`src/rtl/rv_decode_pkg.sv`:
```
// Shared opcodes, instruction classes and the decoded-bundle layout for the decode stage.
// Immediates are carried at full 64-bit width and narrowed to XLEN at the stage output.
package rv_decode_pkg;

    localparam logic [6:0] OPC_LOAD      = 7'b0000011;
    localparam logic [6:0] OPC_MISC_MEM  = 7'b0001111;
    localparam logic [6:0] OPC_OP_IMM    = 7'b0010011;
    localparam logic [6:0] OPC_AUIPC     = 7'b0010111;
    localparam logic [6:0] OPC_OP_IMM_32 = 7'b0011011;
    localparam logic [6:0] OPC_STORE     = 7'b0100011;
    localparam logic [6:0] OPC_OP        = 7'b0110011;
    localparam logic [6:0] OPC_LUI       = 7'b0110111;
    localparam logic [6:0] OPC_OP_32     = 7'b0111011;
    localparam logic [6:0] OPC_BRANCH    = 7'b1100011;
    localparam logic [6:0] OPC_JALR      = 7'b1100111;
    localparam logic [6:0] OPC_JAL       = 7'b1101111;
    localparam logic [6:0] OPC_SYSTEM    = 7'b1110011;

    localparam int IMM_W = 64;

    typedef enum logic [3:0] {
        R_COMP  = 4'd0,
        I_COMP  = 4'd1,
        I_MEM   = 4'd2,
        I_JUMP  = 4'd3,
        S_MEM   = 4'd4,
        B_JUMP  = 4'd5,
        U_LUI   = 4'd6,
        J_JUMP  = 4'd7,
        U_AUIPC = 4'd8,
        FENCE   = 4'd9,
        SYSTEM  = 4'd10,
        ILLEGAL = 4'd15
    } rv_class_e;

    typedef struct packed {
        rv_class_e        cls;
        logic [2:0]       funct3;
        logic [6:0]       funct7;
        logic [4:0]       rs1;
        logic [4:0]       rs2;
        logic [4:0]       rd;
        logic             rs1_used;
        logic             rs2_used;
        logic             rd_we;
        logic [IMM_W-1:0] imm;
        logic             word;
        logic             illegal;
    } dec_bundle_t;

endpackage

```
`src/rtl/rv_decode_comb.sv`:
```
// Combinational RV32I/RV64I word-to-bundle decoder with illegal-instruction detection.
// No state, no handshake: pure function of the instruction word and XLEN.
module rv_decode_comb
    import rv_decode_pkg::*;
#(
    parameter int XLEN = 32
) (
    input  logic [31:0] instr,
    output dec_bundle_t bundle
);

    localparam bit RV64 = (XLEN == 64);

    logic [6:0]       opcode;
    logic [2:0]       f3;
    logic [6:0]       f7;
    logic [4:0]       rs1_f, rs2_f, rd_f;
    logic [IMM_W-1:0] imm_i, imm_s, imm_b, imm_u, imm_j;

    assign opcode = instr[6:0];
    assign f3     = instr[14:12];
    assign f7     = instr[31:25];
    assign rs1_f  = instr[19:15];
    assign rs2_f  = instr[24:20];
    assign rd_f   = instr[11:7];

    assign imm_i = {{52{instr[31]}}, instr[31:20]};
    assign imm_s = {{52{instr[31]}}, instr[31:25], instr[11:7]};
    assign imm_b = {{52{instr[31]}}, instr[7], instr[30:25], instr[11:8], 1'b0};
    assign imm_u = {{32{instr[31]}}, instr[31:12], 12'b0};
    assign imm_j = {{44{instr[31]}}, instr[19:12], instr[20], instr[30:21], 1'b0};

    rv_class_e        cls;
    logic             use_rs1, use_rs2, use_rd, word, bad;
    logic [IMM_W-1:0] imm;

    always_comb begin
        cls     = R_COMP;
        use_rs1 = 1'b0;
        use_rs2 = 1'b0;
        use_rd  = 1'b0;
        imm     = '0;
        word    = 1'b0;
        bad     = 1'b0;
        case (opcode)
            OPC_OP, OPC_OP_32: begin
                cls     = R_COMP;
                use_rs1 = 1'b1;
                use_rs2 = 1'b1;
                use_rd  = 1'b1;
                word    = (opcode == OPC_OP_32);
                bad     = (f7 != 7'h00 && f7 != 7'h20) ||
                          (f7 == 7'h20 && f3 != 3'b000 && f3 != 3'b101) ||
                          (opcode == OPC_OP_32 && !RV64);
            end
            OPC_OP_IMM, OPC_OP_IMM_32: begin
                cls     = I_COMP;
                use_rs1 = 1'b1;
                use_rd  = 1'b1;
                imm     = imm_i;
                word    = (opcode == OPC_OP_IMM_32);
                // shift-immediates reuse the upper immediate bits as a funct7-like qualifier
                if (f3 == 3'b001)
                    bad = (f7[6:1] != 6'b000000);
                else if (f3 == 3'b101)
                    bad = (f7[6:1] != 6'b000000) && (f7[6:1] != 6'b010000);
                if ((f3 == 3'b001 || f3 == 3'b101) && !RV64 && instr[25])
                    bad = 1'b1;
                if (opcode == OPC_OP_IMM_32 && !RV64)
                    bad = 1'b1;
            end
            OPC_LOAD: begin
                cls     = I_MEM;
                use_rs1 = 1'b1;
                use_rd  = 1'b1;
                imm     = imm_i;
                bad     = (f3 == 3'b111) || (!RV64 && (f3 == 3'b011 || f3 == 3'b110));
            end
            OPC_JALR: begin
                cls     = I_JUMP;
                use_rs1 = 1'b1;
                use_rd  = 1'b1;
                imm     = imm_i;
                bad     = (f3 != 3'b000);
            end
            OPC_STORE: begin
                cls     = S_MEM;
                use_rs1 = 1'b1;
                use_rs2 = 1'b1;
                imm     = imm_s;
                bad     = RV64 ? (f3 > 3'd3) : (f3 > 3'd2);
            end
            OPC_BRANCH: begin
                cls     = B_JUMP;
                use_rs1 = 1'b1;
                use_rs2 = 1'b1;
                imm     = imm_b;
                bad     = (f3 == 3'b010) || (f3 == 3'b011);
            end
            OPC_LUI: begin
                cls    = U_LUI;
                use_rd = 1'b1;
                imm    = imm_u;
            end
            OPC_AUIPC: begin
                cls    = U_AUIPC;
                use_rd = 1'b1;
                imm    = imm_u;
            end
            OPC_JAL: begin
                cls    = J_JUMP;
                use_rd = 1'b1;
                imm    = imm_j;
            end
            OPC_MISC_MEM: begin
                cls = FENCE;
                imm = imm_i;
            end
            OPC_SYSTEM: begin
                cls     = SYSTEM;
                use_rs1 = 1'b1;
                use_rd  = 1'b1;
                imm     = imm_i;
            end
            default: bad = 1'b1;
        endcase

        bundle        = '0;
        bundle.funct3 = f3;
        bundle.funct7 = f7;
        if (bad) begin
            bundle.cls     = ILLEGAL;
            bundle.illegal = 1'b1;
        end else begin
            bundle.cls      = cls;
            bundle.rs1      = use_rs1 ? rs1_f : 5'd0;
            bundle.rs2      = use_rs2 ? rs2_f : 5'd0;
            bundle.rd       = use_rd ? rd_f : 5'd0;
            bundle.rs1_used = use_rs1;
            bundle.rs2_used = use_rs2;
            bundle.rd_we    = use_rd && (rd_f != 5'd0);
            bundle.imm      = imm;
            bundle.word     = word;
        end
    end

endmodule

```
`src/rtl/rv_decode_stage.sv`:
```
// Registered decode stage: one-cycle latency, full throughput, 2-entry skid so in_ready is a flop.
// A stalled output holds its fields; a second word parks in the skid slot and in_ready drops.
module rv_decode_stage
    import rv_decode_pkg::*;
#(
    parameter int XLEN = 32,
    parameter int PC_W = 32
) (
    input  logic            clk,
    input  logic            reset,
    input  logic            flush,
    input  logic            in_valid,
    output logic            in_ready,
    input  logic [31:0]     in_instr,
    input  logic [PC_W-1:0] in_pc,
    output logic            out_valid,
    input  logic            out_ready,
    output logic [PC_W-1:0] out_pc,
    output rv_class_e       out_class,
    output logic [2:0]      out_funct3,
    output logic [6:0]      out_funct7,
    output logic [4:0]      out_rs1,
    output logic [4:0]      out_rs2,
    output logic [4:0]      out_rd,
    output logic            out_rs1_used,
    output logic            out_rs2_used,
    output logic            out_rd_we,
    output logic [XLEN-1:0] out_imm,
    output logic            out_word,
    output logic            out_illegal
);

    dec_bundle_t     dec, out_q, skid_q;
    logic [PC_W-1:0] out_pc_q, skid_pc_q;
    logic            out_valid_q, skid_valid_q;
    logic            in_fire;
    logic            unused_imm;

    rv_decode_comb #(.XLEN(XLEN)) u_comb (
        .instr  (in_instr),
        .bundle (dec)
    );

    assign in_ready = !skid_valid_q;
    assign in_fire  = in_valid && in_ready;

    always_ff @(posedge clk) begin
        if (reset) begin
            out_valid_q  <= 1'b0;
            skid_valid_q <= 1'b0;
            out_q        <= '0;
            skid_q       <= '0;
            out_pc_q     <= '0;
            skid_pc_q    <= '0;
        end else if (flush) begin
            out_valid_q  <= 1'b0;
            skid_valid_q <= 1'b0;
        end else if (!out_valid_q || out_ready) begin
            // output slot frees up this cycle: the older skid entry always goes first
            if (skid_valid_q) begin
                out_q        <= skid_q;
                out_pc_q     <= skid_pc_q;
                out_valid_q  <= 1'b1;
                skid_valid_q <= 1'b0;
            end else begin
                out_valid_q <= in_fire;
                if (in_fire) begin
                    out_q    <= dec;
                    out_pc_q <= in_pc;
                end
            end
        end else if (in_fire) begin
            skid_q       <= dec;
            skid_pc_q    <= in_pc;
            skid_valid_q <= 1'b1;
        end
    end

    assign out_valid    = out_valid_q;
    assign out_pc       = out_pc_q;
    assign out_class    = out_q.cls;
    assign out_funct3   = out_q.funct3;
    assign out_funct7   = out_q.funct7;
    assign out_rs1      = out_q.rs1;
    assign out_rs2      = out_q.rs2;
    assign out_rd       = out_q.rd;
    assign out_rs1_used = out_q.rs1_used;
    assign out_rs2_used = out_q.rs2_used;
    assign out_rd_we    = out_q.rd_we;
    assign out_imm      = out_q.imm[XLEN-1:0];
    assign out_word     = out_q.word;
    assign out_illegal  = out_q.illegal;

    // upper immediate bits are only consumed when XLEN=64
    assign unused_imm = ^out_q.imm;

endmodule

```
`config.mk`:
```
export PLATFORM = sky130hd
export DESIGN_NAME = rv_decode_stage
export DESIGN_NICKNAME = d
export VERILOG_FILES = /design/src/rtl/rv_decode_pkg.sv /design/src/rtl/rv_decode_comb.sv /design/src/rtl/rv_decode_stage.sv
export SDC_FILE = /design/constraint.sdc
export NUM_CORES = 1
export LEC_CHECK = 0
export BUFFER_PORTS_ARGS = -buffer_cell sky130_fd_sc_hd__buf_4
export CAP_MARGIN = 40
export CORE_UTILIZATION = 55
export CTS_CLUSTER_DIAMETER = 80
export DETAILED_ROUTE_END_ITERATION = 12
export GPL_TIMING_DRIVEN = 0
export PLACE_DENSITY = 0.91
export SETUP_SLACK_MARGIN = 0.15
export SLEW_MARGIN = 25
export SYNTH_ARGS = -nofsm -noshare
export SYNTH_HDL_FRONTEND = slang
export SYNTH_SLANG_ARGS = --single-unit
```
`constraint.sdc`:
```
create_clock -name clk -period 2.8 [get_ports clk]
set_clock_uncertainty 0.05 [all_clocks]
set_input_delay 0.28 -clock clk [delete_from_list [all_inputs] [get_ports clk]]
set_output_delay 0.28 -clock clk [all_outputs]
set_load 0.005 [all_outputs]
```
==> reports/qor.csv <==
stage;metric;value;unit
clocking;cts-root-buf;clkbuf_16;
sta;slew_viol_final;0;
synth;synth_area;8531;sq um
detailed_routing;drc;0;
global_route;track_usage;34.42;%
synth;netlist_top_cells_count;dfxtp_1 (198), nand2_1 (127), a21oi_1 (117), clkbuf_1 (72), nor2_1 (66);
sta;fmaxAchievable;0.3869;GHz
critical_path;critical_path.max_fanout;10;
synth;yosys.area.top_type;dfxtp_1;
place;portBuffers;164;
global_route;grt_pass1_vias;8218;
synth;ys_seq_elements;198;
finish;num-fill-cells;1158;
detailed_routing;drtAntennaViolNets;0;
synth;netlist_top_cells_area;dfxtp_1 (46%), a21oi_1 (6.9%), nand2_1 (5.6%), mux2i_1 (4.9%), a211oi_1 (4.0%);
critical_path;cpMostUsedCell;clkbuf_1;
die;ios;169;
finish;drive_above_1_share;20.19;%
synth;netlist.area_leader.share;46.47;%
place;pre_cts_ws;-0.1726;ns
die;rows;45;
sta;fin_ws;0.2153;ns
critical_path;crit_arrival;2.89;ns
global_route;grt_pass1_wl;42770;microns
place;routabilityCongestion;0.9482;
detailed_routing;dr_total_vias;8767;
detailed_routing;dr.pass1.iters;6;
global_route;busiest_layer;met2;
synth;synth_nets;1060;
critical_path;cp.required;3.10;ns
global_route;use_met3;9.279;%
flow_run;drv_cap;0;
critical_path;end_kind;register;
global_route;use_met1;42.23;%
clocking;numCtsBuffers;17;
critical_path;crit_type;input pin to register;
sta;rsz0062_at_grt;false;
run_status;status;complete, no violations;
sta;worst_pin_slew;0.7390;ns
place;hpwl;19310;microns
synth;synth.most_common_cell;dfxtp_1;
critical_path;path_cells;dlygate4sd3_1 -> buf_4 -> nor3_2 -> clkbuf_1 -> clkbuf_1 -> nor2_1 -> a211oi_1;
sta;fin_crit_sh;92.31;%
synth;async_reset_ff_share;0;%
critical_path;critPathLaunchType;input pin;
detailed_routing;wl_per_cell;19.81;microns
clocking;cts_num_sinks;198;
power_and_ir_drop;powerDensity;560.1;nW/um^2
die;die-height;126.5;microns
finish;syn_to_final_growth;24.24;%
detailed_routing;viasPerCell;6.367;
synth;synth-edff-count;0;
synth;yosysUniqueCellTypes;61;
finish;nets;1245;
sta;fin_crit;2.585;ns
die;die-width;126.5;microns
sta;maxSlewHeadroom;50.73;%
power_and_ir_drop;power_leakage;3.929;nW
clocking;clock_latency;0.45;ns
clocking;cts_tree;yes;
hold_path;min_path_type;input pin to register;
global_route;grt_overflow;0;
synth;avgSynthCellArea;8.608;sq um
global_route;grt.met2_usage;55.48;%
synth;netlist_instances;991;
synth;ys.flop_type;dfxtp_1;
die;core;15150;sq um
clocking;clk_path_buf_depth;2;
sta;setup_violations;0;
power_and_ir_drop;vdd_drop_max;395.7;uV
critical_path;max_stage_delay;0.55;ns
place;place_inst;1343;
die;dieArea;16010;sq um
finish;antenna_cells;0;
synth;ys_seq_area_share;46.47;%
die;start_util;56.32;%
finish;final_cells;1377;
clocking;clkSlewWorstSetupHoldPaths;0.07;ns
sta;hold_viol;0;
global_route;grt_antenna_before_repair;0;
synth;yosysWarnings;0;
clocking;htreeDepth;4;
global_route;grt_max_degree;18;
critical_path;slowest_stage;dlygate4sd3_1;
detailed_routing;drt_iter0_drc;865;
detailed_routing;wirelength;27270;microns
[per-stage QoR]
stage	power, mW	setup TNS [ns]	hold slack [ns]	instance area [sq um]	utilization, %
after floorplan	3.249	0	0.3085	8531	-
after global placement	3.535	-3.066	0.3771	9997	66.01
after detailed placement	3.547	-3.013	0.3833	9997	66.01
after CTS	5.898	0	0.01039	10590	69.91
after global routing	6.096	0	0.01042	10600	69.98
final	5.936	0	0.01123	10600	69.98
[metal layers]
metal  wire length, microns  vias up
li1                       -     3952
met1                  10340     4085
met2                  12740      627
met3                   3112      103
met4                   1083        0
met5                      0        -
[worst max-delay path: cells and delay by family]
kind,cells,cell delay [ns]
buf+inv,4,1.73
simple gates,2,0.61
compound gates,1,0.26
[layout by cell type, fill, tap and decap left out, types with 23 or more instances in the layout]
cell | Yosys | routed
mux2i_1 | 42 | 42
o21ai_0 | 33 | 33
a21oi_1 | 117 | 117
buf_4 | 1 | 165
a211oi_1 | 46 | 46
o22ai_1 | 24 | 24
and3_1 | 31 | 31
nand2_1 | 127 | 127
clkbuf_1 | 72 | 69
nor2_1 | 66 | 66
nand3_1 | 23 | 23
dfxtp_1 | 198 | 198
[path summary, 6_finish.rpt]
path	slack, ns	startpoint	to	cells after the start
hold reg to reg	0.40	skid_q[28]	skid_q[28]	2
setup / recovery	0.22	flush	out_pc[29]	7
setup reg to reg	0.25	out_valid	out_pc[29]	6
hold / removal	0.01	in_instr[17]	skid_q[81]	2
[state kept, by name (all words and copies together) (netlist names), 3 cells and up]
name / count
out_imm: 32
out_rs2: 5
out_rd: 5
out_class: 4
skid_q: 66
out_pc: 32
out_funct7: 7
out_rs1: 5
out_funct3: 3
skid_pc_q: 32
[cell type report]
type                            instances  area, sq um  share of cell area, %
Multi-Input combinational cell        698         4188                  39.51
Buffer                                 90        371.6                  3.506
Inverter                                5        18.77                 0.1771
Sequential cell                       198         3964                  37.40
Tap cell                              188        235.2                  2.219
Clock buffer                           21        460.4                  4.344
Clock inverter                         11        115.1                  1.086
Timing Repair Buffer                  166         1246                  11.76
[logic make-up (layout without fill, tap and decap cells)]
| family | count (synthesis) | in the layout | share of synthesized area (%) |
|---|---|---|---|
| buffers and inverters | 95 | 293 | 4.503 |
| AND/OR/NAND/NOR | 342 | 342 | 20.59 |
| XOR/XNOR | 2 | 2 | 0.2054 |
| flip-flops | 198 | 198 | 46.47 |
| AO/OA/AOI/OAI | 312 | 312 | 23.31 |
| multiplexers | 42 | 42 | 4.928 |
[power breakdown]
group / switching (mW) / total (mW) / internal [mW]
clock: 1.14 / 2.43 / 1.29
sequential: 0.0367 / 2.91 / 2.87
combinational: 0.370 / 0.602 / 0.232
total: 1.54 / 5.94 / 4.39
[repair_timing]
action / in CTS / in global routing
endpoints found under the setup margin: 27 / 20
hold buffers: 1 / 0
setup buffers: 0 / 0
hold endpoints to repair: 2 / 0
resized for setup: 1 / 10
Note: power is estimated with default switching activity, not from simulation.
